## src/rtl/lsu_mem_ctrl.sv

```systemverilog
// Load/store controller: RISC-V byte/half/word loads and stores onto a word-wide,
// one-cycle-latency data memory; sub-word stores run as read-modify-write.
module lsu_mem_ctrl #(
    parameter int MEM_BYTES = 256
) (
    input  logic        clk,
    input  logic        rst_n,
    input  logic        req,
    input  logic        we,
    input  logic [2:0]  funct3,
    input  logic [31:0] addr,
    input  logic [31:0] wdata,
    output logic        ready,
    output logic        done,
    output logic [31:0] rdata,
    output logic        err,
    output logic [1:0]  err_code,
    output logic        mem_read,
    output logic        mem_write,
    output logic [31:0] mem_addr,
    output logic [31:0] mem_wdata,
    input  logic [31:0] mem_rdata
);

    typedef enum logic [2:0] {IDLE, RD, USE, WR, DONE} state_t;

    state_t      state;
    logic        we_q;
    logic [2:0]  f3_q;
    logic [1:0]  off_q;
    logic [31:0] wdata_q;
    logic [31:0] merged;

    logic        illegal, misal, oor;
    logic [1:0]  code;
    logic [7:0]  rd_byte;
    logic [15:0] rd_half;
    logic [31:0] load_val;
    logic [31:0] rmw_mask;
    logic [31:0] rmw_data;

    // Request checks, in priority order: illegal > misaligned > out of range.
    always_comb begin
        illegal = we ? (funct3 > 3'd2)
                     : (funct3 == 3'd3 || funct3 == 3'd6 || funct3 == 3'd7);
        misal   = ((funct3 == 3'd1 || funct3 == 3'd5) && addr[0]) ||
                  (funct3 == 3'd2 && addr[1:0] != 2'b00);
        oor     = addr >= 32'(MEM_BYTES);
        code    = illegal ? 2'b11 : misal ? 2'b01 : oor ? 2'b10 : 2'b00;
    end

    always_comb begin
        rd_byte = mem_rdata[{off_q, 3'b000} +: 8];
        rd_half = off_q[1] ? mem_rdata[31:16] : mem_rdata[15:0];
        case (f3_q)
            3'd0:    load_val = {{24{rd_byte[7]}}, rd_byte};
            3'd1:    load_val = {{16{rd_half[15]}}, rd_half};
            3'd4:    load_val = {24'd0, rd_byte};
            3'd5:    load_val = {16'd0, rd_half};
            default: load_val = mem_rdata;
        endcase
        // Replicate the store lane across the word and let the mask pick the slot.
        if (f3_q == 3'd0) begin
            rmw_mask = 32'h0000_00ff << {off_q, 3'b000};
            rmw_data = {4{wdata_q[7:0]}};
        end else begin
            rmw_mask = off_q[1] ? 32'hffff_0000 : 32'h0000_ffff;
            rmw_data = {2{wdata_q[15:0]}};
        end
    end

    always_ff @(posedge clk or negedge rst_n) begin
        if (!rst_n) begin
            state    <= IDLE;
            we_q     <= 1'b0;
            f3_q     <= 3'd0;
            off_q    <= 2'd0;
            wdata_q  <= 32'd0;
            merged   <= 32'd0;
            mem_addr <= 32'd0;
            rdata    <= 32'd0;
            err      <= 1'b0;
            err_code <= 2'b00;
        end else begin
            case (state)
                IDLE: if (req) begin
                    we_q     <= we;
                    f3_q     <= funct3;
                    off_q    <= addr[1:0];
                    wdata_q  <= wdata;
                    mem_addr <= {addr[31:2], 2'b00};
                    err_code <= code;
                    err      <= (code != 2'b00);
                    if (code != 2'b00)
                        state <= DONE;
                    else if (we && funct3 == 3'd2) begin
                        merged <= wdata;
                        state  <= WR;
                    end else
                        state <= RD;
                end
                RD:  state <= USE;
                USE: begin
                    if (we_q) begin
                        merged <= (mem_rdata & ~rmw_mask) | (rmw_data & rmw_mask);
                        state  <= WR;
                    end else begin
                        rdata <= load_val;
                        state <= DONE;
                    end
                end
                WR:   state <= DONE;
                DONE: state <= IDLE;
                default: state <= IDLE;
            endcase
        end
    end

    assign ready     = (state == IDLE);
    assign done      = (state == DONE);
    assign mem_read  = (state == RD);
    assign mem_write = (state == WR);
    assign mem_wdata = (state == WR) ? merged : 32'd0;

endmodule
```

## config.mk

```make
export PLATFORM = sky130hd
export DESIGN_NAME = lsu_mem_ctrl
export DESIGN_NICKNAME = d
export VERILOG_FILES = /design/src/rtl/lsu_mem_ctrl.sv
export SDC_FILE = /design/constraint.sdc
export NUM_CORES = 1
export LEC_CHECK = 0
export BUFFER_PORTS_ARGS = -buffer_cell sky130_fd_sc_hd__buf_2
export CAP_MARGIN = 5
export CORE_MARGIN = 2
export CORE_UTILIZATION = 40
export CTS_BUF_LIST = sky130_fd_sc_hd__clkbuf_4 sky130_fd_sc_hd__clkbuf_8
export DETAILED_ROUTE_END_ITERATION = 10
export PLACE_DENSITY_LB_ADDON = 0.1
export SYNTH_ARGS = -nofsm -noshare
export SYNTH_HDL_FRONTEND = slang
export SYNTH_SLANG_ARGS = --single-unit
```

## constraint.sdc

```tcl
create_clock -name clk -period 4.6 [get_ports clk]
set_input_delay 0.23 -clock clk [delete_from_list [all_inputs] [get_ports clk]]
set_output_delay 0.23 -clock clk [all_outputs]
set_load 0.02 [all_outputs]
```

=== Word-level counts from Yosys, hierarchy flattened ===
Cells that the tools add are included.
Widths: inputs -> output; s select.

* Output and inout port bits: 103
* Memories kept: 0
* Word-level logic and storage cells: 71
* Memory bits (writable): 0
* Bits in read-only memories: 0
* Flip-flop bits (word level): 122
* Bits in latches: 0
* Input port bits: 103

* Multiply operators: 0
* Multiplexer cells: 20
* Eq/ne operators: 17
* Divide/modulo/power cells: 0
* Add/subtract/negate cells: 0
* Shift-type cells: 2
* Bitwise logic cells: 5
* Reductions and logical operators: 15
* Order comparisons: 2

{| class="wikitable"
|+ Operators by type and width
! operator !! count
|-
| $mux 32 || 8
|-
| $pmux 32 s4 || 1
|-
| $and 32x32->32 || 2
|-
| $pmux 32 s2 || 1
|-
| $ge 32x9->1 const B || 1
|-
| $not 32->32 || 1
|-
| $or 32x32->32 || 1
|-
| $shiftx 32x6->8 || 1
|-
| $shl 8x5->32 const A || 1
|-
| $eq 3x3->1 const B || 6
|-
| $mux 16 || 1
|-
| $eq 3x2->1 const B || 4
|-
| $pmux 3 s4 || 1
|-
| $eq 3x1->1 const B || 3
|-
| $mux 3 || 3
|-
| $mux 2 || 4
|-
| $logic_not 3->1 || 2
|-
| $ne 2x2->1 const B || 3
|-
| $reduce_bool 2->1 || 3
|-
| $reduce_and 5->1 || 1
|-
| $logic_or 1x1->1 || 4
|-
| $reduce_and 2->1 || 2
|-
| $gt 3x2->1 const B || 1
|-
| $logic_and 1x1->1 || 3
|-
| other kinds (3) || 3
|}

=== Depth between registers and ports, before layout ===
Gate-level depths: netlist (run 1).

* Depth in word-level cells: 10
* Gate-level depth with buffers: 8
* Mapped depth without buffers: 5

=== Worst setup path after synthesis (run 1) ===
No wires, ideal clock.

* Path kind: reg-to-reg
* From: reg state[0]
* To: reg f3_q[0]
* Arrival: 2.037 ns
* Cell stages (with the launch flop): 7
* Path buffers: 3
* Period minus slack after synthesis: 2.162 ns
* Library setup time: 0.125 ns
* Setup slack: 2.438 ns
* Required time: 4.475 ns
* Cell sequence: dfrtp_1 buf_6 nor3_1 and2_1 clkbuf_1 buf_2 mux2_2

* Longest elaborated chain between the ends: 2

{| class="wikitable"
|+ RTL lines
! element !! RTL line !! source
|-
| from (decl) || 27 || <nowiki>state_t state;</nowiki>
|-
| from (signal assigned) || 74 || <nowiki>state <= IDLE;</nowiki>
|-
| from (signal assigned) || 95 || <nowiki>state <= DONE;</nowiki>
|-
| from (signal assigned) || 98 || <nowiki>state <= WR;</nowiki>
|-
| $logic_not 3->1 || -- ||
|-
| net ready || 13 || <nowiki>output logic ready,</nowiki>
|-
| $reduce_and 2->1 (no line) || -- ||
|-
| to (signal assigned) || 88 || <nowiki>f3_q <= funct3;</nowiki>
|-
| to (decl) || 29 || <nowiki>logic [2:0] f3_q;</nowiki>
|}

The timed path passes the listed nets, and every way through them passes these cells.
A chain may end at the register's enable or synchronous reset.

=== Worst setup path in the final report (run 1) ===
* From: reg off_q[1]
* To: reg rdata[17]

* Longest elaborated chain between the ends: 2
* Elaborated cells between the ends (all ways): 3
* Classes of those cells: shift (1); mux (2)

{| class="wikitable"
|+ RTL lines
! element !! RTL line !! source
|-
| from (decl) || 30 || <nowiki>logic [1:0] off_q;</nowiki>
|-
| from (signal assigned) || 89 || <nowiki>off_q <= addr[1:0];</nowiki>
|-
| $shiftx 32x6->8 / $mux 16 (equally long branches) || 53, 54 ||
|-
| $pmux 32 s4 (*) || 55 || <nowiki>case (f3_q)</nowiki>
|-
| to (signal assigned) || 108 || <nowiki>rdata <= load_val;</nowiki>
|-
| to (decl) || 15 || <nowiki>output logic [31:0] rdata,</nowiki>
|}

Every way passes the cells marked *; elsewhere a longest branch is shown, timed or not.

==> PnR_summary.wiki, run 1 <==
{| class="wikitable"
! Metric !! Value
|-
| Status || completed
|-
| Post-layout util || 0.5087
|-
| Port buffer count || 203
|-
| Setup repair bufs after CTS || 0
|-
| Area of the core || 15,710 um^2
|-
| Vias per cell || 5.221
|-
| Final critical-path share of the clock period || 0.6613
|-
| Worst Min Path Start || addr[27]
|-
| Clock tree from TritonCTS || done
|-
| CP Data Required Time || 4880 ps
|-
| Horiz. Die Dim || 129.9 um
|-
| Wire length of the first global-routing pass || 29.56 mm
|-
| Seq pwr share || 0.438
|-
| Number of H-tree levels || 4
|-
| Initial core utilization || 0.4037
|-
| Via count || 5,539
|-
| Die boundary height || 129.9 um
|-
| Fin nets || 935
|-
| 1st-pass router iterations || 4
|-
| Sum Neg Setup Slack || 0 ps
|-
| Crit path arrival time || 3320 ps
|-
| End point of the worst hold path || mem_addr[27]
|-
| Async SR Flop Fraction || 1.000
|-
| Endpoint of the worst register-to-register path || rdata[17]
|-
| Element type at the critical path end || flip-flop
|-
| Final critical delay including setup and external delays || 3042 ps
|-
| Fraction of power consumed by combinational cells || 0.211
|-
| Die ar. || 16,880 um^2
|-
| DRC violation count after routing || 0
|-
| Number of antenna violations at the first check in global routing || 2
|-
| Switching fraction of total power || 0.3081
|-
| Count of flip-flops with a built-in enable after synthesis || 0
|-
| Clock network fraction of total power || 0.351
|-
| Mean Syn Cell Area || 9.959 um^2
|-
| Buffers from clock root to sink, at most || 2
|-
| Global placement routability congestion || 0.9329
|-
| Final max-slew violation count || 0
|-
| Clock transition at the registers of the reported paths || 80 ps
|-
| Maximum fanout along the worst path || 29
|-
| Global router's overall resource usage || 0.2320
|-
| Peak supply drop || 206.4 uV
|-
| Reported net switching power || 894.5 uW
|-
| Synthesis-to-layout area growth || 26.00%
|-
| Site row count || 46
|-
| Register area share after synthesis || 0.4813
|-
| Internal Power || 2.009 mW
|-
| FMAX || 0.3287 GHz
|-
| Syn Std Cell Area || 6344 um^2
|-
| Number of storage elements in the synthesis netlist || 122
|-
| Yosys warning count || 0
|-
| Relative max-transition margin || 0.2344
|-
| Static Leak || 3.867 nW
|-
| Reg2reg start || off_q[1]
|-
| Hold Vio Cnt, Final || 0
|-
| Unique cell type count in the Yosys netlist || 43
|-
| Number of cells on the worst reg-to-reg path || 5
|-
| Number of global-route vias before repair || 5,450
|-
| Type of the worst setup path || reg -> reg
|-
| Total power per unit cell area || 363.3 nW/um^2
|-
| Primary flip-flop cell chosen by synthesis mapping || sky130_fd_sc_hd__dfrtp_1
|-
| GR Overflow Total || 0
|-
| Top-Level Pins || 206
|-
| Post-detailed-route count of antenna-violating nets || 0
|-
| Worst hold path class || in -> reg
|-
| Number of DRC violations after detailed-routing iteration 0 || 319
|-
| Startpoint kind of the worst setup timing path || flip-flop
|-
| Setup repair after global routing missed its margin || false
|-
| Total setup violations reported at the end of the flow || 0
|-
| Insertion delay to the later sink of the worst-skew pair || 450 ps
|-
| Worst slew pin tran || 1144 ps
|-
| Filler instances || 1,510
|-
| Inserted Clock Buffers || 17
|-
| Post-Synthesis Cells || 637
|-
| Total wire length after detailed routing || 19.34 mm
|-
| WHS Path Cells || 2
|-
| Estimated wirelength of the detail-placed design || 14.50 mm
|-
| Register-to-register setup slack || 1560 ps
|-
| Number of sinks handled by clock tree synthesis || 122
|-
| Largest net degree at the start of global routing || 50
|-
| Clk root buf || sky130_fd_sc_hd__clkbuf_8
|-
| Number of maximum-capacitance constraint violations || 0
|-
| Per-cell routed wire length || 18.23 um
|-
| Share of post-route cells with drive strength above 1 || 0.4100
|-
| Post-route clock skew || 12.42 ps
|}
## power groups by stage
stage          clock network (mW)  logic [mW]  registers (mW)
2_1_floorplan                   0       0.315            1.33
3_3_place_gp                    0       0.598            1.28
3_5_place_dp                    0       0.606            1.29
4_1_cts                      1.04       0.613            1.27
5_1_grt                      1.09       0.664            1.29
6_report                     1.02       0.611            1.27
## layout make-up
type	instances	area, um^2	area share
repair buffers	220	1171	0.1465
inverters	4	15.01	0.001879
well taps	216	270.3	0.03381
flip-flops and latches	122	3053	0.3820
clock buffers	21	282.8	0.03538
clock inverters	10	142.6	0.01785
multi-input cells	467	3055	0.3823
diodes	1	2.502	0.0003131
## worst max-delay path, cell delays in order, from the launching register on
cell                       delay [ps]
sky130_fd_sc_hd__dfrtp_1          960
sky130_fd_sc_hd__mux4_2           610
sky130_fd_sc_hd__nand2b_1         140
sky130_fd_sc_hd__a211oi_1          90
sky130_fd_sc_hd__nor2_1           910
sky130_fd_sc_hd__a21oi_1          170
## metrics by stage
step / hold slack (ps) / power, mW / worst slack (ps) / std cells / area [um^2]
after floorplan: -65.59 / 1.645 / 2438 / 638 / 6347
after global placement: 244.1 / 1.883 / 1701 / 1019 / 7465
after detailed placement: 252.7 / 1.895 / 1597 / 1019 / 7465
after CTS: 1.859 / 2.929 / 1578 / 1060 / 7990
after global routing: 12.84 / 3.042 / 1317 / 1060 / 7990
final: 27.07 / 2.904 / 1558 / 1061 / 7993
## layout by cell type (no fill, tap or decap), types with 2 or more instances in the layout
cell,instances
sky130_fd_sc_hd__buf_2,202
sky130_fd_sc_hd__dfrtp_1,122
sky130_fd_sc_hd__nand2_1,87
sky130_fd_sc_hd__mux2_2,68
sky130_fd_sc_hd__a21oi_1,63
sky130_fd_sc_hd__o21ai_0,60
sky130_fd_sc_hd__nor2_1,58
sky130_fd_sc_hd__and2_1,32
sky130_fd_sc_hd__mux2_4,30
sky130_fd_sc_hd__clkbuf_8,20
sky130_fd_sc_hd__nor3_1,11
sky130_fd_sc_hd__dlygate4sd3_1,10
sky130_fd_sc_hd__o22ai_1,9
sky130_fd_sc_hd__a31oi_1,8
sky130_fd_sc_hd__buf_4,8
sky130_fd_sc_hd__nor4_1,6
sky130_fd_sc_hd__o21ai_1,5
sky130_fd_sc_hd__inv_1,4
sky130_fd_sc_hd__clkinvlp_4,4
sky130_fd_sc_hd__nand2b_1,3
sky130_fd_sc_hd__bufinv_16,3
sky130_fd_sc_hd__nor2b_1,2
sky130_fd_sc_hd__nand4_1,2
sky130_fd_sc_hd__conb_1,2
sky130_fd_sc_hd__clkinv_4,2
## sequential cells by signal, summed over array words and instances, names as in the netlist
register	count
state	3
rdata	32
err	1
we_q	1
f3_q	3
merged	32
off_q	2
err_code	2
wdata_q	16
mem_addr	30
## what timing repair did
action	in CTS	in global routing
resized for setup	0	0
endpoints found under the hold margin	48	0
setup endpoints to repair	0	0
hold buffers	10	0
## Yosys cell counts, types with 3 or more instances
| cell type | number | share of area |
|---|---|---|
| sky130_fd_sc_hd__nor4_1 | 6 | 0.0059 |
| sky130_fd_sc_hd__nor2_1 | 58 | 0.034 |
| sky130_fd_sc_hd__buf_2 | 10 | 0.0079 |
| sky130_fd_sc_hd__o21ai_0 | 60 | 0.047 |
| sky130_fd_sc_hd__and2_1 | 33 | 0.033 |
| sky130_fd_sc_hd__buf_8 | 3 | 0.0071 |
| sky130_fd_sc_hd__o22ai_1 | 9 | 0.0089 |
| sky130_fd_sc_hd__dfrtp_1 | 122 | 0.48 |
| sky130_fd_sc_hd__o21ai_1 | 5 | 0.0039 |
| sky130_fd_sc_hd__mux2_2 | 68 | 0.12 |
| sky130_fd_sc_hd__nor3_1 | 11 | 0.0087 |
| sky130_fd_sc_hd__mux2_4 | 30 | 0.071 |
| sky130_fd_sc_hd__nand2_1 | 87 | 0.051 |
| sky130_fd_sc_hd__a31oi_1 | 8 | 0.0079 |
| sky130_fd_sc_hd__a21oi_1 | 63 | 0.050 |
| sky130_fd_sc_hd__clkbuf_1 | 28 | 0.017 |
| sky130_fd_sc_hd__nand2b_1 | 3 | 0.0030 |
| sky130_fd_sc_hd__inv_1 | 4 | 0.0024 |
## cells by family after synthesis
| kind of cell | synth area share |
|---|---|
| simple gates | 0.1535 |
| compound gates | 0.1308 |
| flops | 0.4813 |
| mux | 0.1953 |
| buf+inv | 0.03866 |
| other cells | 0.0005911 |
## worst max path at each step
stage,startpoint,slack (ps),to,cells after the start
2_1_floorplan,state[0],2440,f3_q[0],6
3_3_place_gp,off_q[1],1700,rdata[17],5
3_5_place_dp,off_q[1],1600,rdata[29],5
4_1_cts,off_q[1],1580,rdata[17],5
5_1_grt,off_q[1],1320,rdata[18],5
6_report,off_q[1],1560,rdata[17],5
## routing by layer
layer  part of all wire  GRT usage
met5            0.00026          0
met4              0.030     0.1050
met3              0.062    0.05576
met2               0.48     0.3791
met1               0.42     0.2933
Power figures use the tool's default switching activity.
==> run 2, diff against run 1 <==
==> constraint.sdc (replaced) <==
create_clock -name clk -period 3.1 [get_ports clk]
set_input_delay 0.155 -clock clk [delete_from_list [all_inputs] [get_ports clk]]
set_output_delay 0.155 -clock clk [all_outputs]
set_load 0.02 [all_outputs]
==> run 2 against run 1 <==
  * First-iteration DRC count rose by 3.8%
  * Combinational power rose by 67%
  * Highest routed layer is now met4
  * Clock power rose by 50%
  * Critical endpoint is now merged[0]
  * Critical path type unchanged
  * Via count rose by 5.3%
  * Clock-buffer cell count rose by 2
  * Maximum frequency rose by 24%
  * Die area did not move
  * Critical path depth rose by 1
  * Sequential power rose by 46%
  * Worst hold slack improved by 23 ps
==> PnR_summary.wiki, run 2 (synthesis gave the netlist of run 1 again) <==
{| class="wikitable"
! Metric !! Value
|-
| Status || completed (unchanged)
|-
| CP Data Required Time || 3430 ps (was 4880 ps)
|-
| Sum Neg Setup Slack || 0 ps (unchanged)
|-
| Static Leak || 4.170 nW (was 3.867 nW)
|-
| Number of DRC violations after detailed-routing iteration 0 || 331 (was 319)
|-
| FMAX || 0.4062 GHz (was 0.3287 GHz)
|-
| Reported net switching power || 1.326 mW (was 894.5 uW)
|-
| Share of post-route cells with drive strength above 1 || 0.3877 (was 0.4100)
|-
| Setup repair bufs after CTS || 0 (unchanged)
|-
| Top Usage Layer GRT || met2 (unchanged)
|-
| Number of sinks handled by clock tree synthesis || 122 (unchanged)
|-
| WHS Path Cells || 3 (was 2)
|-
| Sum of buffers and inverters on the critical path || 1 (was 0)
|-
| Via count || 5,835 (was 5,539)
|-
| Hold Vio Cnt, Final || 0 (unchanged)
|-
| Insertion delay to the later sink of the worst-skew pair || 440 ps (was 450 ps)
|-
| Total setup violations reported at the end of the flow || 0 (unchanged)
|-
| Die boundary height || 129.9 um (unchanged)
|-
| End point of the worst hold path || f3_q[1] (was mem_addr[27])
|-
| Type of the worst setup path || reg -> reg (unchanged)
|-
| Buffers from clock root to sink, at most || 2 (unchanged)
|-
| Cell-by-cell listing of the critical path || or4b_1 > nand4_2 > nor4_2 > a21boi_4 > buf_4 > mux2_2 (was mux4_2 > nand2b_1 > a211oi_1 > nor2_1 > a21oi_1)
|-
| Clk root buf || sky130_fd_sc_hd__clkbuf_8 (unchanged)
|-
| Final max-slew violation count || 0 (unchanged)
|-
| Setup repair after global routing missed its margin || false (unchanged)
|-
| Internal Power || 3.081 mW (was 2.009 mW)
|-
| GR met2 Demand/Resource || 0.3954 (was 0.3791)
|-
| Commonest non-fill, non-tap cell in the layout || sky130_fd_sc_hd__buf_2 (unchanged)
|-
| Inserted Clock Buffers || 17 (unchanged)
|-
| Site row count || 46 (unchanged)
|-
| DRC violation count after routing || 0 (unchanged)
|-
| Total wire length after detailed routing || 20.51 mm (was 19.34 mm)
|-
| Per-cell routed wire length || 18.23 um (about the same)
|-
| Switching fraction of total power || 0.3009 (was 0.3081)
|-
| Global router's overall resource usage || 0.2435 (was 0.2320)
|-
| Largest registers || merged (32), rdata (32), mem_addr (30) (unchanged)
|-
| Worst Setup Slack, final || 638.3 ps (was 1558 ps)
|-
| GR Overflow Total || 0 (unchanged)
|-
| Clock network fraction of total power || 0.347 (was 0.351)
|-
| Worst slew pin tran || 860.1 ps (was 1144 ps)
|-
| Horiz. Die Dim || 129.9 um (unchanged)
|-
| Post-route clock skew || 6.420 ps (was 12.42 ps)
|-
| Number of global-route vias before repair || 5,745 (was 5,450)
|-
| Number of cells on the worst reg-to-reg path || 6 (was 5)
|-
| Element type at the critical path end || flip-flop (unchanged)
|-
| Port buffer count || 203 (unchanged)
|-
| Global placement routability congestion || 0.8658 (was 0.9329)
|-
| Reg2reg start || state[0] (was off_q[1])
|-
| Met3 track demand over resource in global routing || 0.05699 (was 0.05576)
|-
| Die ar. || 16,880 um^2 (unchanged)
|-
| Post-detailed-route count of antenna-violating nets || 0 (unchanged)
|-
| Final critical delay including setup and external delays || 2462 ps (was 3042 ps)
|-
| Final critical-path share of the clock period || 0.7941 (was 0.6613)
|-
| Endpoint of the worst register-to-register path || merged[0] (was rdata[17])
|-
| Total power per unit cell area || 509.9 nW/um^2 (was 363.3 nW/um^2)
|-
| Number of H-tree levels || 4 (unchanged)
|-
| Maximum fanout along the worst path || 32 (was 29)
|-
| CP delay by family, top || simple AND/OR/NAND/NOR gates (unchanged)
|-
| Post-Place Worst Slack || 652.3 ps (was 1597 ps)
|-
| Relative max-transition margin || 0.4266 (was 0.2344)
|-
| Clock tree from TritonCTS || done (unchanged)
|-
| Initial core utilization || 0.4037 (unchanged)
|-
| Peak supply drop || 293.3 uV (was 206.4 uV)
|-
| 1st-pass router iterations || 7 (was 4)
|-
| Number of antenna violations at the first check in global routing || 1 (was 2)
|-
| Vias per cell || 5.187 (was 5.221)
|-
| Top-Level Pins || 206 (unchanged)
|-
| Estimated wirelength of the detail-placed design || 14.75 mm (was 14.50 mm)
|-
| Wire length of the first global-routing pass || 30.95 mm (was 29.56 mm)
|-
| Worst hold path class || in -> reg (unchanged)
|-
| Number of maximum-capacitance constraint violations || 0 (unchanged)
|-
| Clock transition at the registers of the reported paths || 70 ps (was 80 ps)
|-
| Met1 global-route usage || 0.3071 (was 0.2933)
|-
| Worst Min Path Start || funct3[1] (was addr[27])
|-
| Crit path arrival time || 2790 ps (was 3320 ps)
|-
| Largest net degree at the start of global routing || 68 (was 50)
|-
| Post-CTS sizing || 0 (unchanged)
|-
| Area of the core || 15,710 um^2 (unchanged)
|-
| Maximum cell stage delay along the critical path || 600 ps (was 960 ps)
|-
| Most used cells in the layout excluding fill and tap cells || sky130_fd_sc_hd__buf_2, sky130_fd_sc_hd__dfrtp_1, sky130_fd_sc_hd__nand2_1 (unchanged)
|-
| Seq pwr share || 0.423 (was 0.438)
|-
| Synthesis-to-layout area growth || 36.25% (was 26.00%)
|-
| Fin nets || 999 (was 935)
|-
| Fraction of power consumed by combinational cells || 0.231 (was 0.211)
|-
| Register-to-register setup slack || 640 ps (was 1560 ps)
|-
| Critical path's slowest cell || sky130_fd_sc_hd__or4b_1 (was sky130_fd_sc_hd__dfrtp_1)
|-
| Startpoint kind of the worst setup timing path || flip-flop (unchanged)
|}
[run 2: layout make-up]
| cell class | count | area [um^2] |
|---|---|---|
| fill | 1411 | 7069 |
| multi-input combinational | 467 | 3055 |
| sequential | 122 | 3053 |
| timing repair buffer | 284 | 1822 |
| clock buffer | 23 | 310.3 |
| tap | 216 | 270.3 |
| clock inverter | 8 | 115.1 |
| inverter | 4 | 15.01 |
| antenna | 1 | 2.502 |
[run 2: worst max-delay path by stage]
stage             start          to  slack [ps]  depth (start not counted)
2_1_floorplan  state[0]     f3_q[0]         940                          6
3_3_place_gp   state[0]  merged[31]         740                          6
3_5_place_dp   state[0]   merged[0]         650                          6
4_1_cts        state[0]   merged[0]         650                          6
5_1_grt        state[0]   merged[0]         550                          6
6_report       state[0]   merged[0]         640                          6
[run 2: worst register-to-register path, cell delays in order, from the launching register on]
cell,delay [ps]
sky130_fd_sc_hd__dfrtp_1,480
sky130_fd_sc_hd__or4b_1,600
sky130_fd_sc_hd__nand4_2,130
sky130_fd_sc_hd__nor4_2,60
sky130_fd_sc_hd__a21boi_4,150
sky130_fd_sc_hd__buf_4,510
sky130_fd_sc_hd__mux2_2,420
[run 2: through the flow]
step                      hold slack (ps)  instance area (um^2)  total power [mW]  cells    util
after floorplan                    -140.6                  6347             2.442    638       -
after global placement              242.2                  7535             2.811   1025  0.4795
after detailed placement            248.1                  7535             2.828   1025  0.4795
after CTS                           25.23                  8641             4.434   1124  0.5499
after global routing                39.28                  8643             4.617   1125  0.5501
final                               49.84                  8643             4.407   1125  0.5501
[run 2: layer usage]
metal  up-vias  part of all wire
met3        41             0.062
met4         0             0.032
met1      2826              0.43
li1       2728                 -
met2       240              0.48
met5         -                 0
[run 2: power groups by stage]
| stage | clock [mW] | sequential [mW] | combinational (mW) |
|---|---|---|---|
| final | 1.53 | 1.86 | 1.02 |
| after global routing | 1.64 | 1.88 | 1.09 |
| after CTS | 1.56 | 1.86 | 1.01 |
| after detailed placement | 0 | 1.89 | 0.942 |
| after global placement | 0 | 1.88 | 0.928 |
| after floorplan | 0 | 1.97 | 0.467 |
[run 2: what timing repair did]
item / CTS / global route
hold buffers: 68 / 0
endpoints found under the setup margin: 0 / 0
endpoints found under the hold margin: 122 / 0
==> run 3, diff against run 2 <==
==> constraint.sdc (replaced) <==
create_clock -name clk -period 2.35 [get_ports clk]
set_input_delay 0.1175 -clock clk [delete_from_list [all_inputs] [get_ports clk]]
set_output_delay 0.1175 -clock clk [all_outputs]
set_load 0.02 [all_outputs]
==> run 3 against run 2 <==
  * Register-to-register slack worse by 370 ps
  * Utilization up 0.53 points
  * Maximum frequency up 18%
  * Highest routed layer is now met5
  * Largest cell class unchanged
  * Largest power group unchanged
==> PnR_summary.wiki, run 3 (synthesis gave the netlist of run 1 again) <==
{| class="wikitable"
! Metric !! Value
|-
| Status || completed (unchanged)
|-
| Initial core utilization || 0.4037 (unchanged)
|-
| 1st-pass router iterations || 5 (was 7)
|-
| Total power per unit cell area || 652.0 nW/um^2 (was 509.9 nW/um^2)
|-
| Element type at the critical path end || flip-flop (unchanged)
|-
| Setup repair after global routing missed its margin || false (unchanged)
|-
| Final max-slew violation count || 0 (unchanged)
|-
| Power, Total || 5.689 mW (was 4.407 mW)
|-
| Number of DRC violations after detailed-routing iteration 0 || 301 (was 331)
|-
| Switching fraction of total power || 0.3032 (was 0.3009)
|-
| Internal Power || 3.964 mW (was 3.081 mW)
|-
| Worst hold path class || in -> reg (unchanged)
|-
| Peak supply drop || 426.4 uV (was 293.3 uV)
|-
| Post-layout util || 0.5553 (was 0.5501)
|-
| Fraction of power consumed by combinational cells || 0.240 (was 0.231)
|-
| Clock network fraction of total power || 0.330 (was 0.347)
|-
| Area of the core || 15,710 um^2 (unchanged)
|-
| DRC violation count after routing || 0 (unchanged)
|-
| Crit path arrival time || 2400 ps (was 2790 ps)
|-
| Per-cell routed wire length || 17.36 um (was 18.23 um)
|-
| Final cell area excluding filler cells || 8726 um^2 (was 8643 um^2)
|-
| Sum of buffers and inverters on the critical path || 1 (unchanged)
|-
| Post-detailed-route count of antenna-violating nets || 0 (unchanged)
|-
| Global router's overall resource usage || 0.2389 (was 0.2435)
|-
| Number of antenna violations at the first check in global routing || 2 (was 1)
|-
| Inserted Clock Buffers || 17 (unchanged)
|-
| Top-Level Pins || 206 (unchanged)
|-
| Insertion delay to the later sink of the worst-skew pair || 440 ps (about the same)
|-
| Clock tree from TritonCTS || done (unchanged)
|-
| Largest registers || merged (32), rdata (32), mem_addr (30) (unchanged)
|-
| Largest net degree at the start of global routing || 123 (was 68)
|-
| Vias per cell || 5.098 (was 5.187)
|-
| Reported net switching power || 1.725 mW (was 1.326 mW)
|-
| Commonest non-fill, non-tap cell in the layout || sky130_fd_sc_hd__buf_2 (unchanged)
|-
| Clock transition at the registers of the reported paths || 70 ps (about the same)
|-
| Via count || 5,796 (was 5,835)
|-
| Wire length of the first global-routing pass || 30.54 mm (was 30.95 mm)
|-
| Final critical delay including setup and external delays || 2080 ps (was 2462 ps)
|-
| Startpoint kind of the worst setup timing path || flip-flop (unchanged)
|-
| Total wire length after detailed routing || 19.74 mm (was 20.51 mm)
|-
| Worst slew pin tran || 780.6 ps (was 860.1 ps)
|-
| Horiz. Die Dim || 129.9 um (unchanged)
|-
| Number of maximum-capacitance constraint violations || 0 (unchanged)
|-
| CP delay by family, top || simple AND/OR/NAND/NOR gates (unchanged)
|-
| Total setup violations reported at the end of the flow || 0 (unchanged)
|-
| Post-CTS Hold Fix Bufs || 69 (was 68)
|-
| Number of H-tree levels || 4 (unchanged)
|-
| Static Leak || 4.219 nW (was 4.170 nW)
|-
| Die ar. || 16,880 um^2 (unchanged)
|-
| GR Overflow Total || 0 (unchanged)
|-
| Final critical-path share of the clock period || 0.8851 (was 0.7941)
|-
| Critical path's slowest cell || sky130_fd_sc_hd__or4b_1 (unchanged)
|-
| Maximum cell stage delay along the critical path || 530 ps (was 600 ps)
|-
| Sum Neg Setup Slack || 0 ps (unchanged)
|-
| Type of the worst setup path || reg -> reg (unchanged)
|-
| Synthesis-to-layout area growth || 37.55% (was 36.25%)
|-
| Cell-by-cell listing of the critical path || or4b_1 > nand4_2 > nor4_2 > a21boi_4 > buf_12 > mux2_2 (was or4b_1 > nand4_2 > nor4_2 > a21boi_4 > buf_4 > mux2_2)
|-
| Port buffer count || 203 (unchanged)
|-
| Buffers from clock root to sink, at most || 2 (unchanged)
|-
| Seq pwr share || 0.430 (was 0.423)
|-
| Global placement routability congestion || 0.9080 (was 0.8658)
|-
| Hold Vio Cnt, Final || 0 (unchanged)
|-
| Placement Cell Area || 7635 um^2 (was 7535 um^2)
|-
| Worst Hold Slack || 30.73 ps (was 49.84 ps)
|-
| CP Data Required Time || 2670 ps (was 3430 ps)
|-
| Number of sinks handled by clock tree synthesis || 122 (unchanged)
|-
| Die boundary height || 129.9 um (unchanged)
|-
| Filler instances || 1,418 (was 1,411)
|-
| Setup repair bufs after CTS || 0 (unchanged)
|-
| Relative max-transition margin || 0.4796 (was 0.4266)
|-
| Site row count || 46 (unchanged)
|-
| Fin nets || 1,010 (was 999)
|-
| Post-route clock skew || 9.540 ps (was 6.420 ps)
|-
| FMAX || 0.4808 GHz (was 0.4062 GHz)
|-
| Clk root buf || sky130_fd_sc_hd__clkbuf_8 (unchanged)
|-
| Number of global-route vias before repair || 5,707 (was 5,745)
|-
| Share of post-route cells with drive strength above 1 || 0.3946 (was 0.3877)
|-
| Maximum fanout along the worst path || 32 (unchanged)
|-
| Post-CTS sizing || 0 (unchanged)
|-
| Estimated wirelength of the detail-placed design || 14.21 mm (was 14.75 mm)
|-
| Most used cells in the layout excluding fill and tap cells || sky130_fd_sc_hd__buf_2, sky130_fd_sc_hd__dfrtp_1, sky130_fd_sc_hd__nand2_1 (unchanged)
|}
==> run 3: cell count changes in the layout (fill, tap and decap cells not counted) <==
cell                            change
sky130_fd_sc_hd__clkinvlp_4         +1
sky130_fd_sc_hd__bufinv_16          -1
sky130_fd_sc_hd__buf_12             +2
sky130_fd_sc_hd__buf_4              +8
sky130_fd_sc_hd__clkbuf_4           +3
sky130_fd_sc_hd__clkbuf_8           -2
sky130_fd_sc_hd__dlygate4sd3_1      +1
==> run 3: per-stage QoR <==
stage | setup slack (ps) | std cells
after global placement | 341.2 | 1035
after detailed placement | 263.6 | 1035
after global routing | 171.9 | 1136
after floorplan | 188.5 | 638
after CTS | 245.4 | 1136
final | 270.0 | 1137
==> run 3: tightest hold or removal path: cells and delay by family <==
kind,cells,cell delay [ps]
mux,1,140
buf+inv,1,80
compound gates,1,60
simple gates,1,40
==> run 3: worst paths after layout <==
check,endpoint,start,slack (ps),cells past startpoint
hold / removal,merged[27],wdata[27],30,4
min in group asynchronous,rdata[30],rst_n,310,3
max in group asynchronous,merged[0],rst_n,1540,3
setup / recovery,merged[0],we_q,270,6
setup reg to reg,merged[0],we_q,270,6
hold reg to reg,rdata[2],rdata[2],490,2
==> run 3: area by class of cell <==
| cell class | count | area, um^2 | share of cell area |
|---|---|---|---|
| multi-input combinational | 467 | 3055 | 0.3502 |
| sequential | 122 | 3053 | 0.3499 |
| timing repair buffer | 295 | 1932 | 0.2214 |
| clock buffer | 24 | 305.3 | 0.03499 |
| tap | 216 | 270.3 | 0.03097 |
| clock inverter | 8 | 92.59 | 0.01061 |
| inverter | 4 | 15.01 | 0.001721 |
| antenna | 1 | 2.502 | 0.0002868 |
==> run 3: routing by layer <==
metal  up-vias  part of all wire  track usage
met5         -           0.00025            0
met4         2             0.034       0.1107
met3        45             0.063      0.06068
met2       221              0.48       0.3884
met1      2771              0.43       0.3004
li1       2757                 -            -
==> run 3: power by group through the flow <==
stage	Sequential, mW	Combinational, mW	Clock [mW]
final	2.45	1.37	1.88
after global routing	2.47	1.49	2.02
after CTS	2.44	1.36	1.92
after detailed placement	2.48	1.27	0
after global placement	2.47	1.25	0
after floorplan	2.60	0.616	0
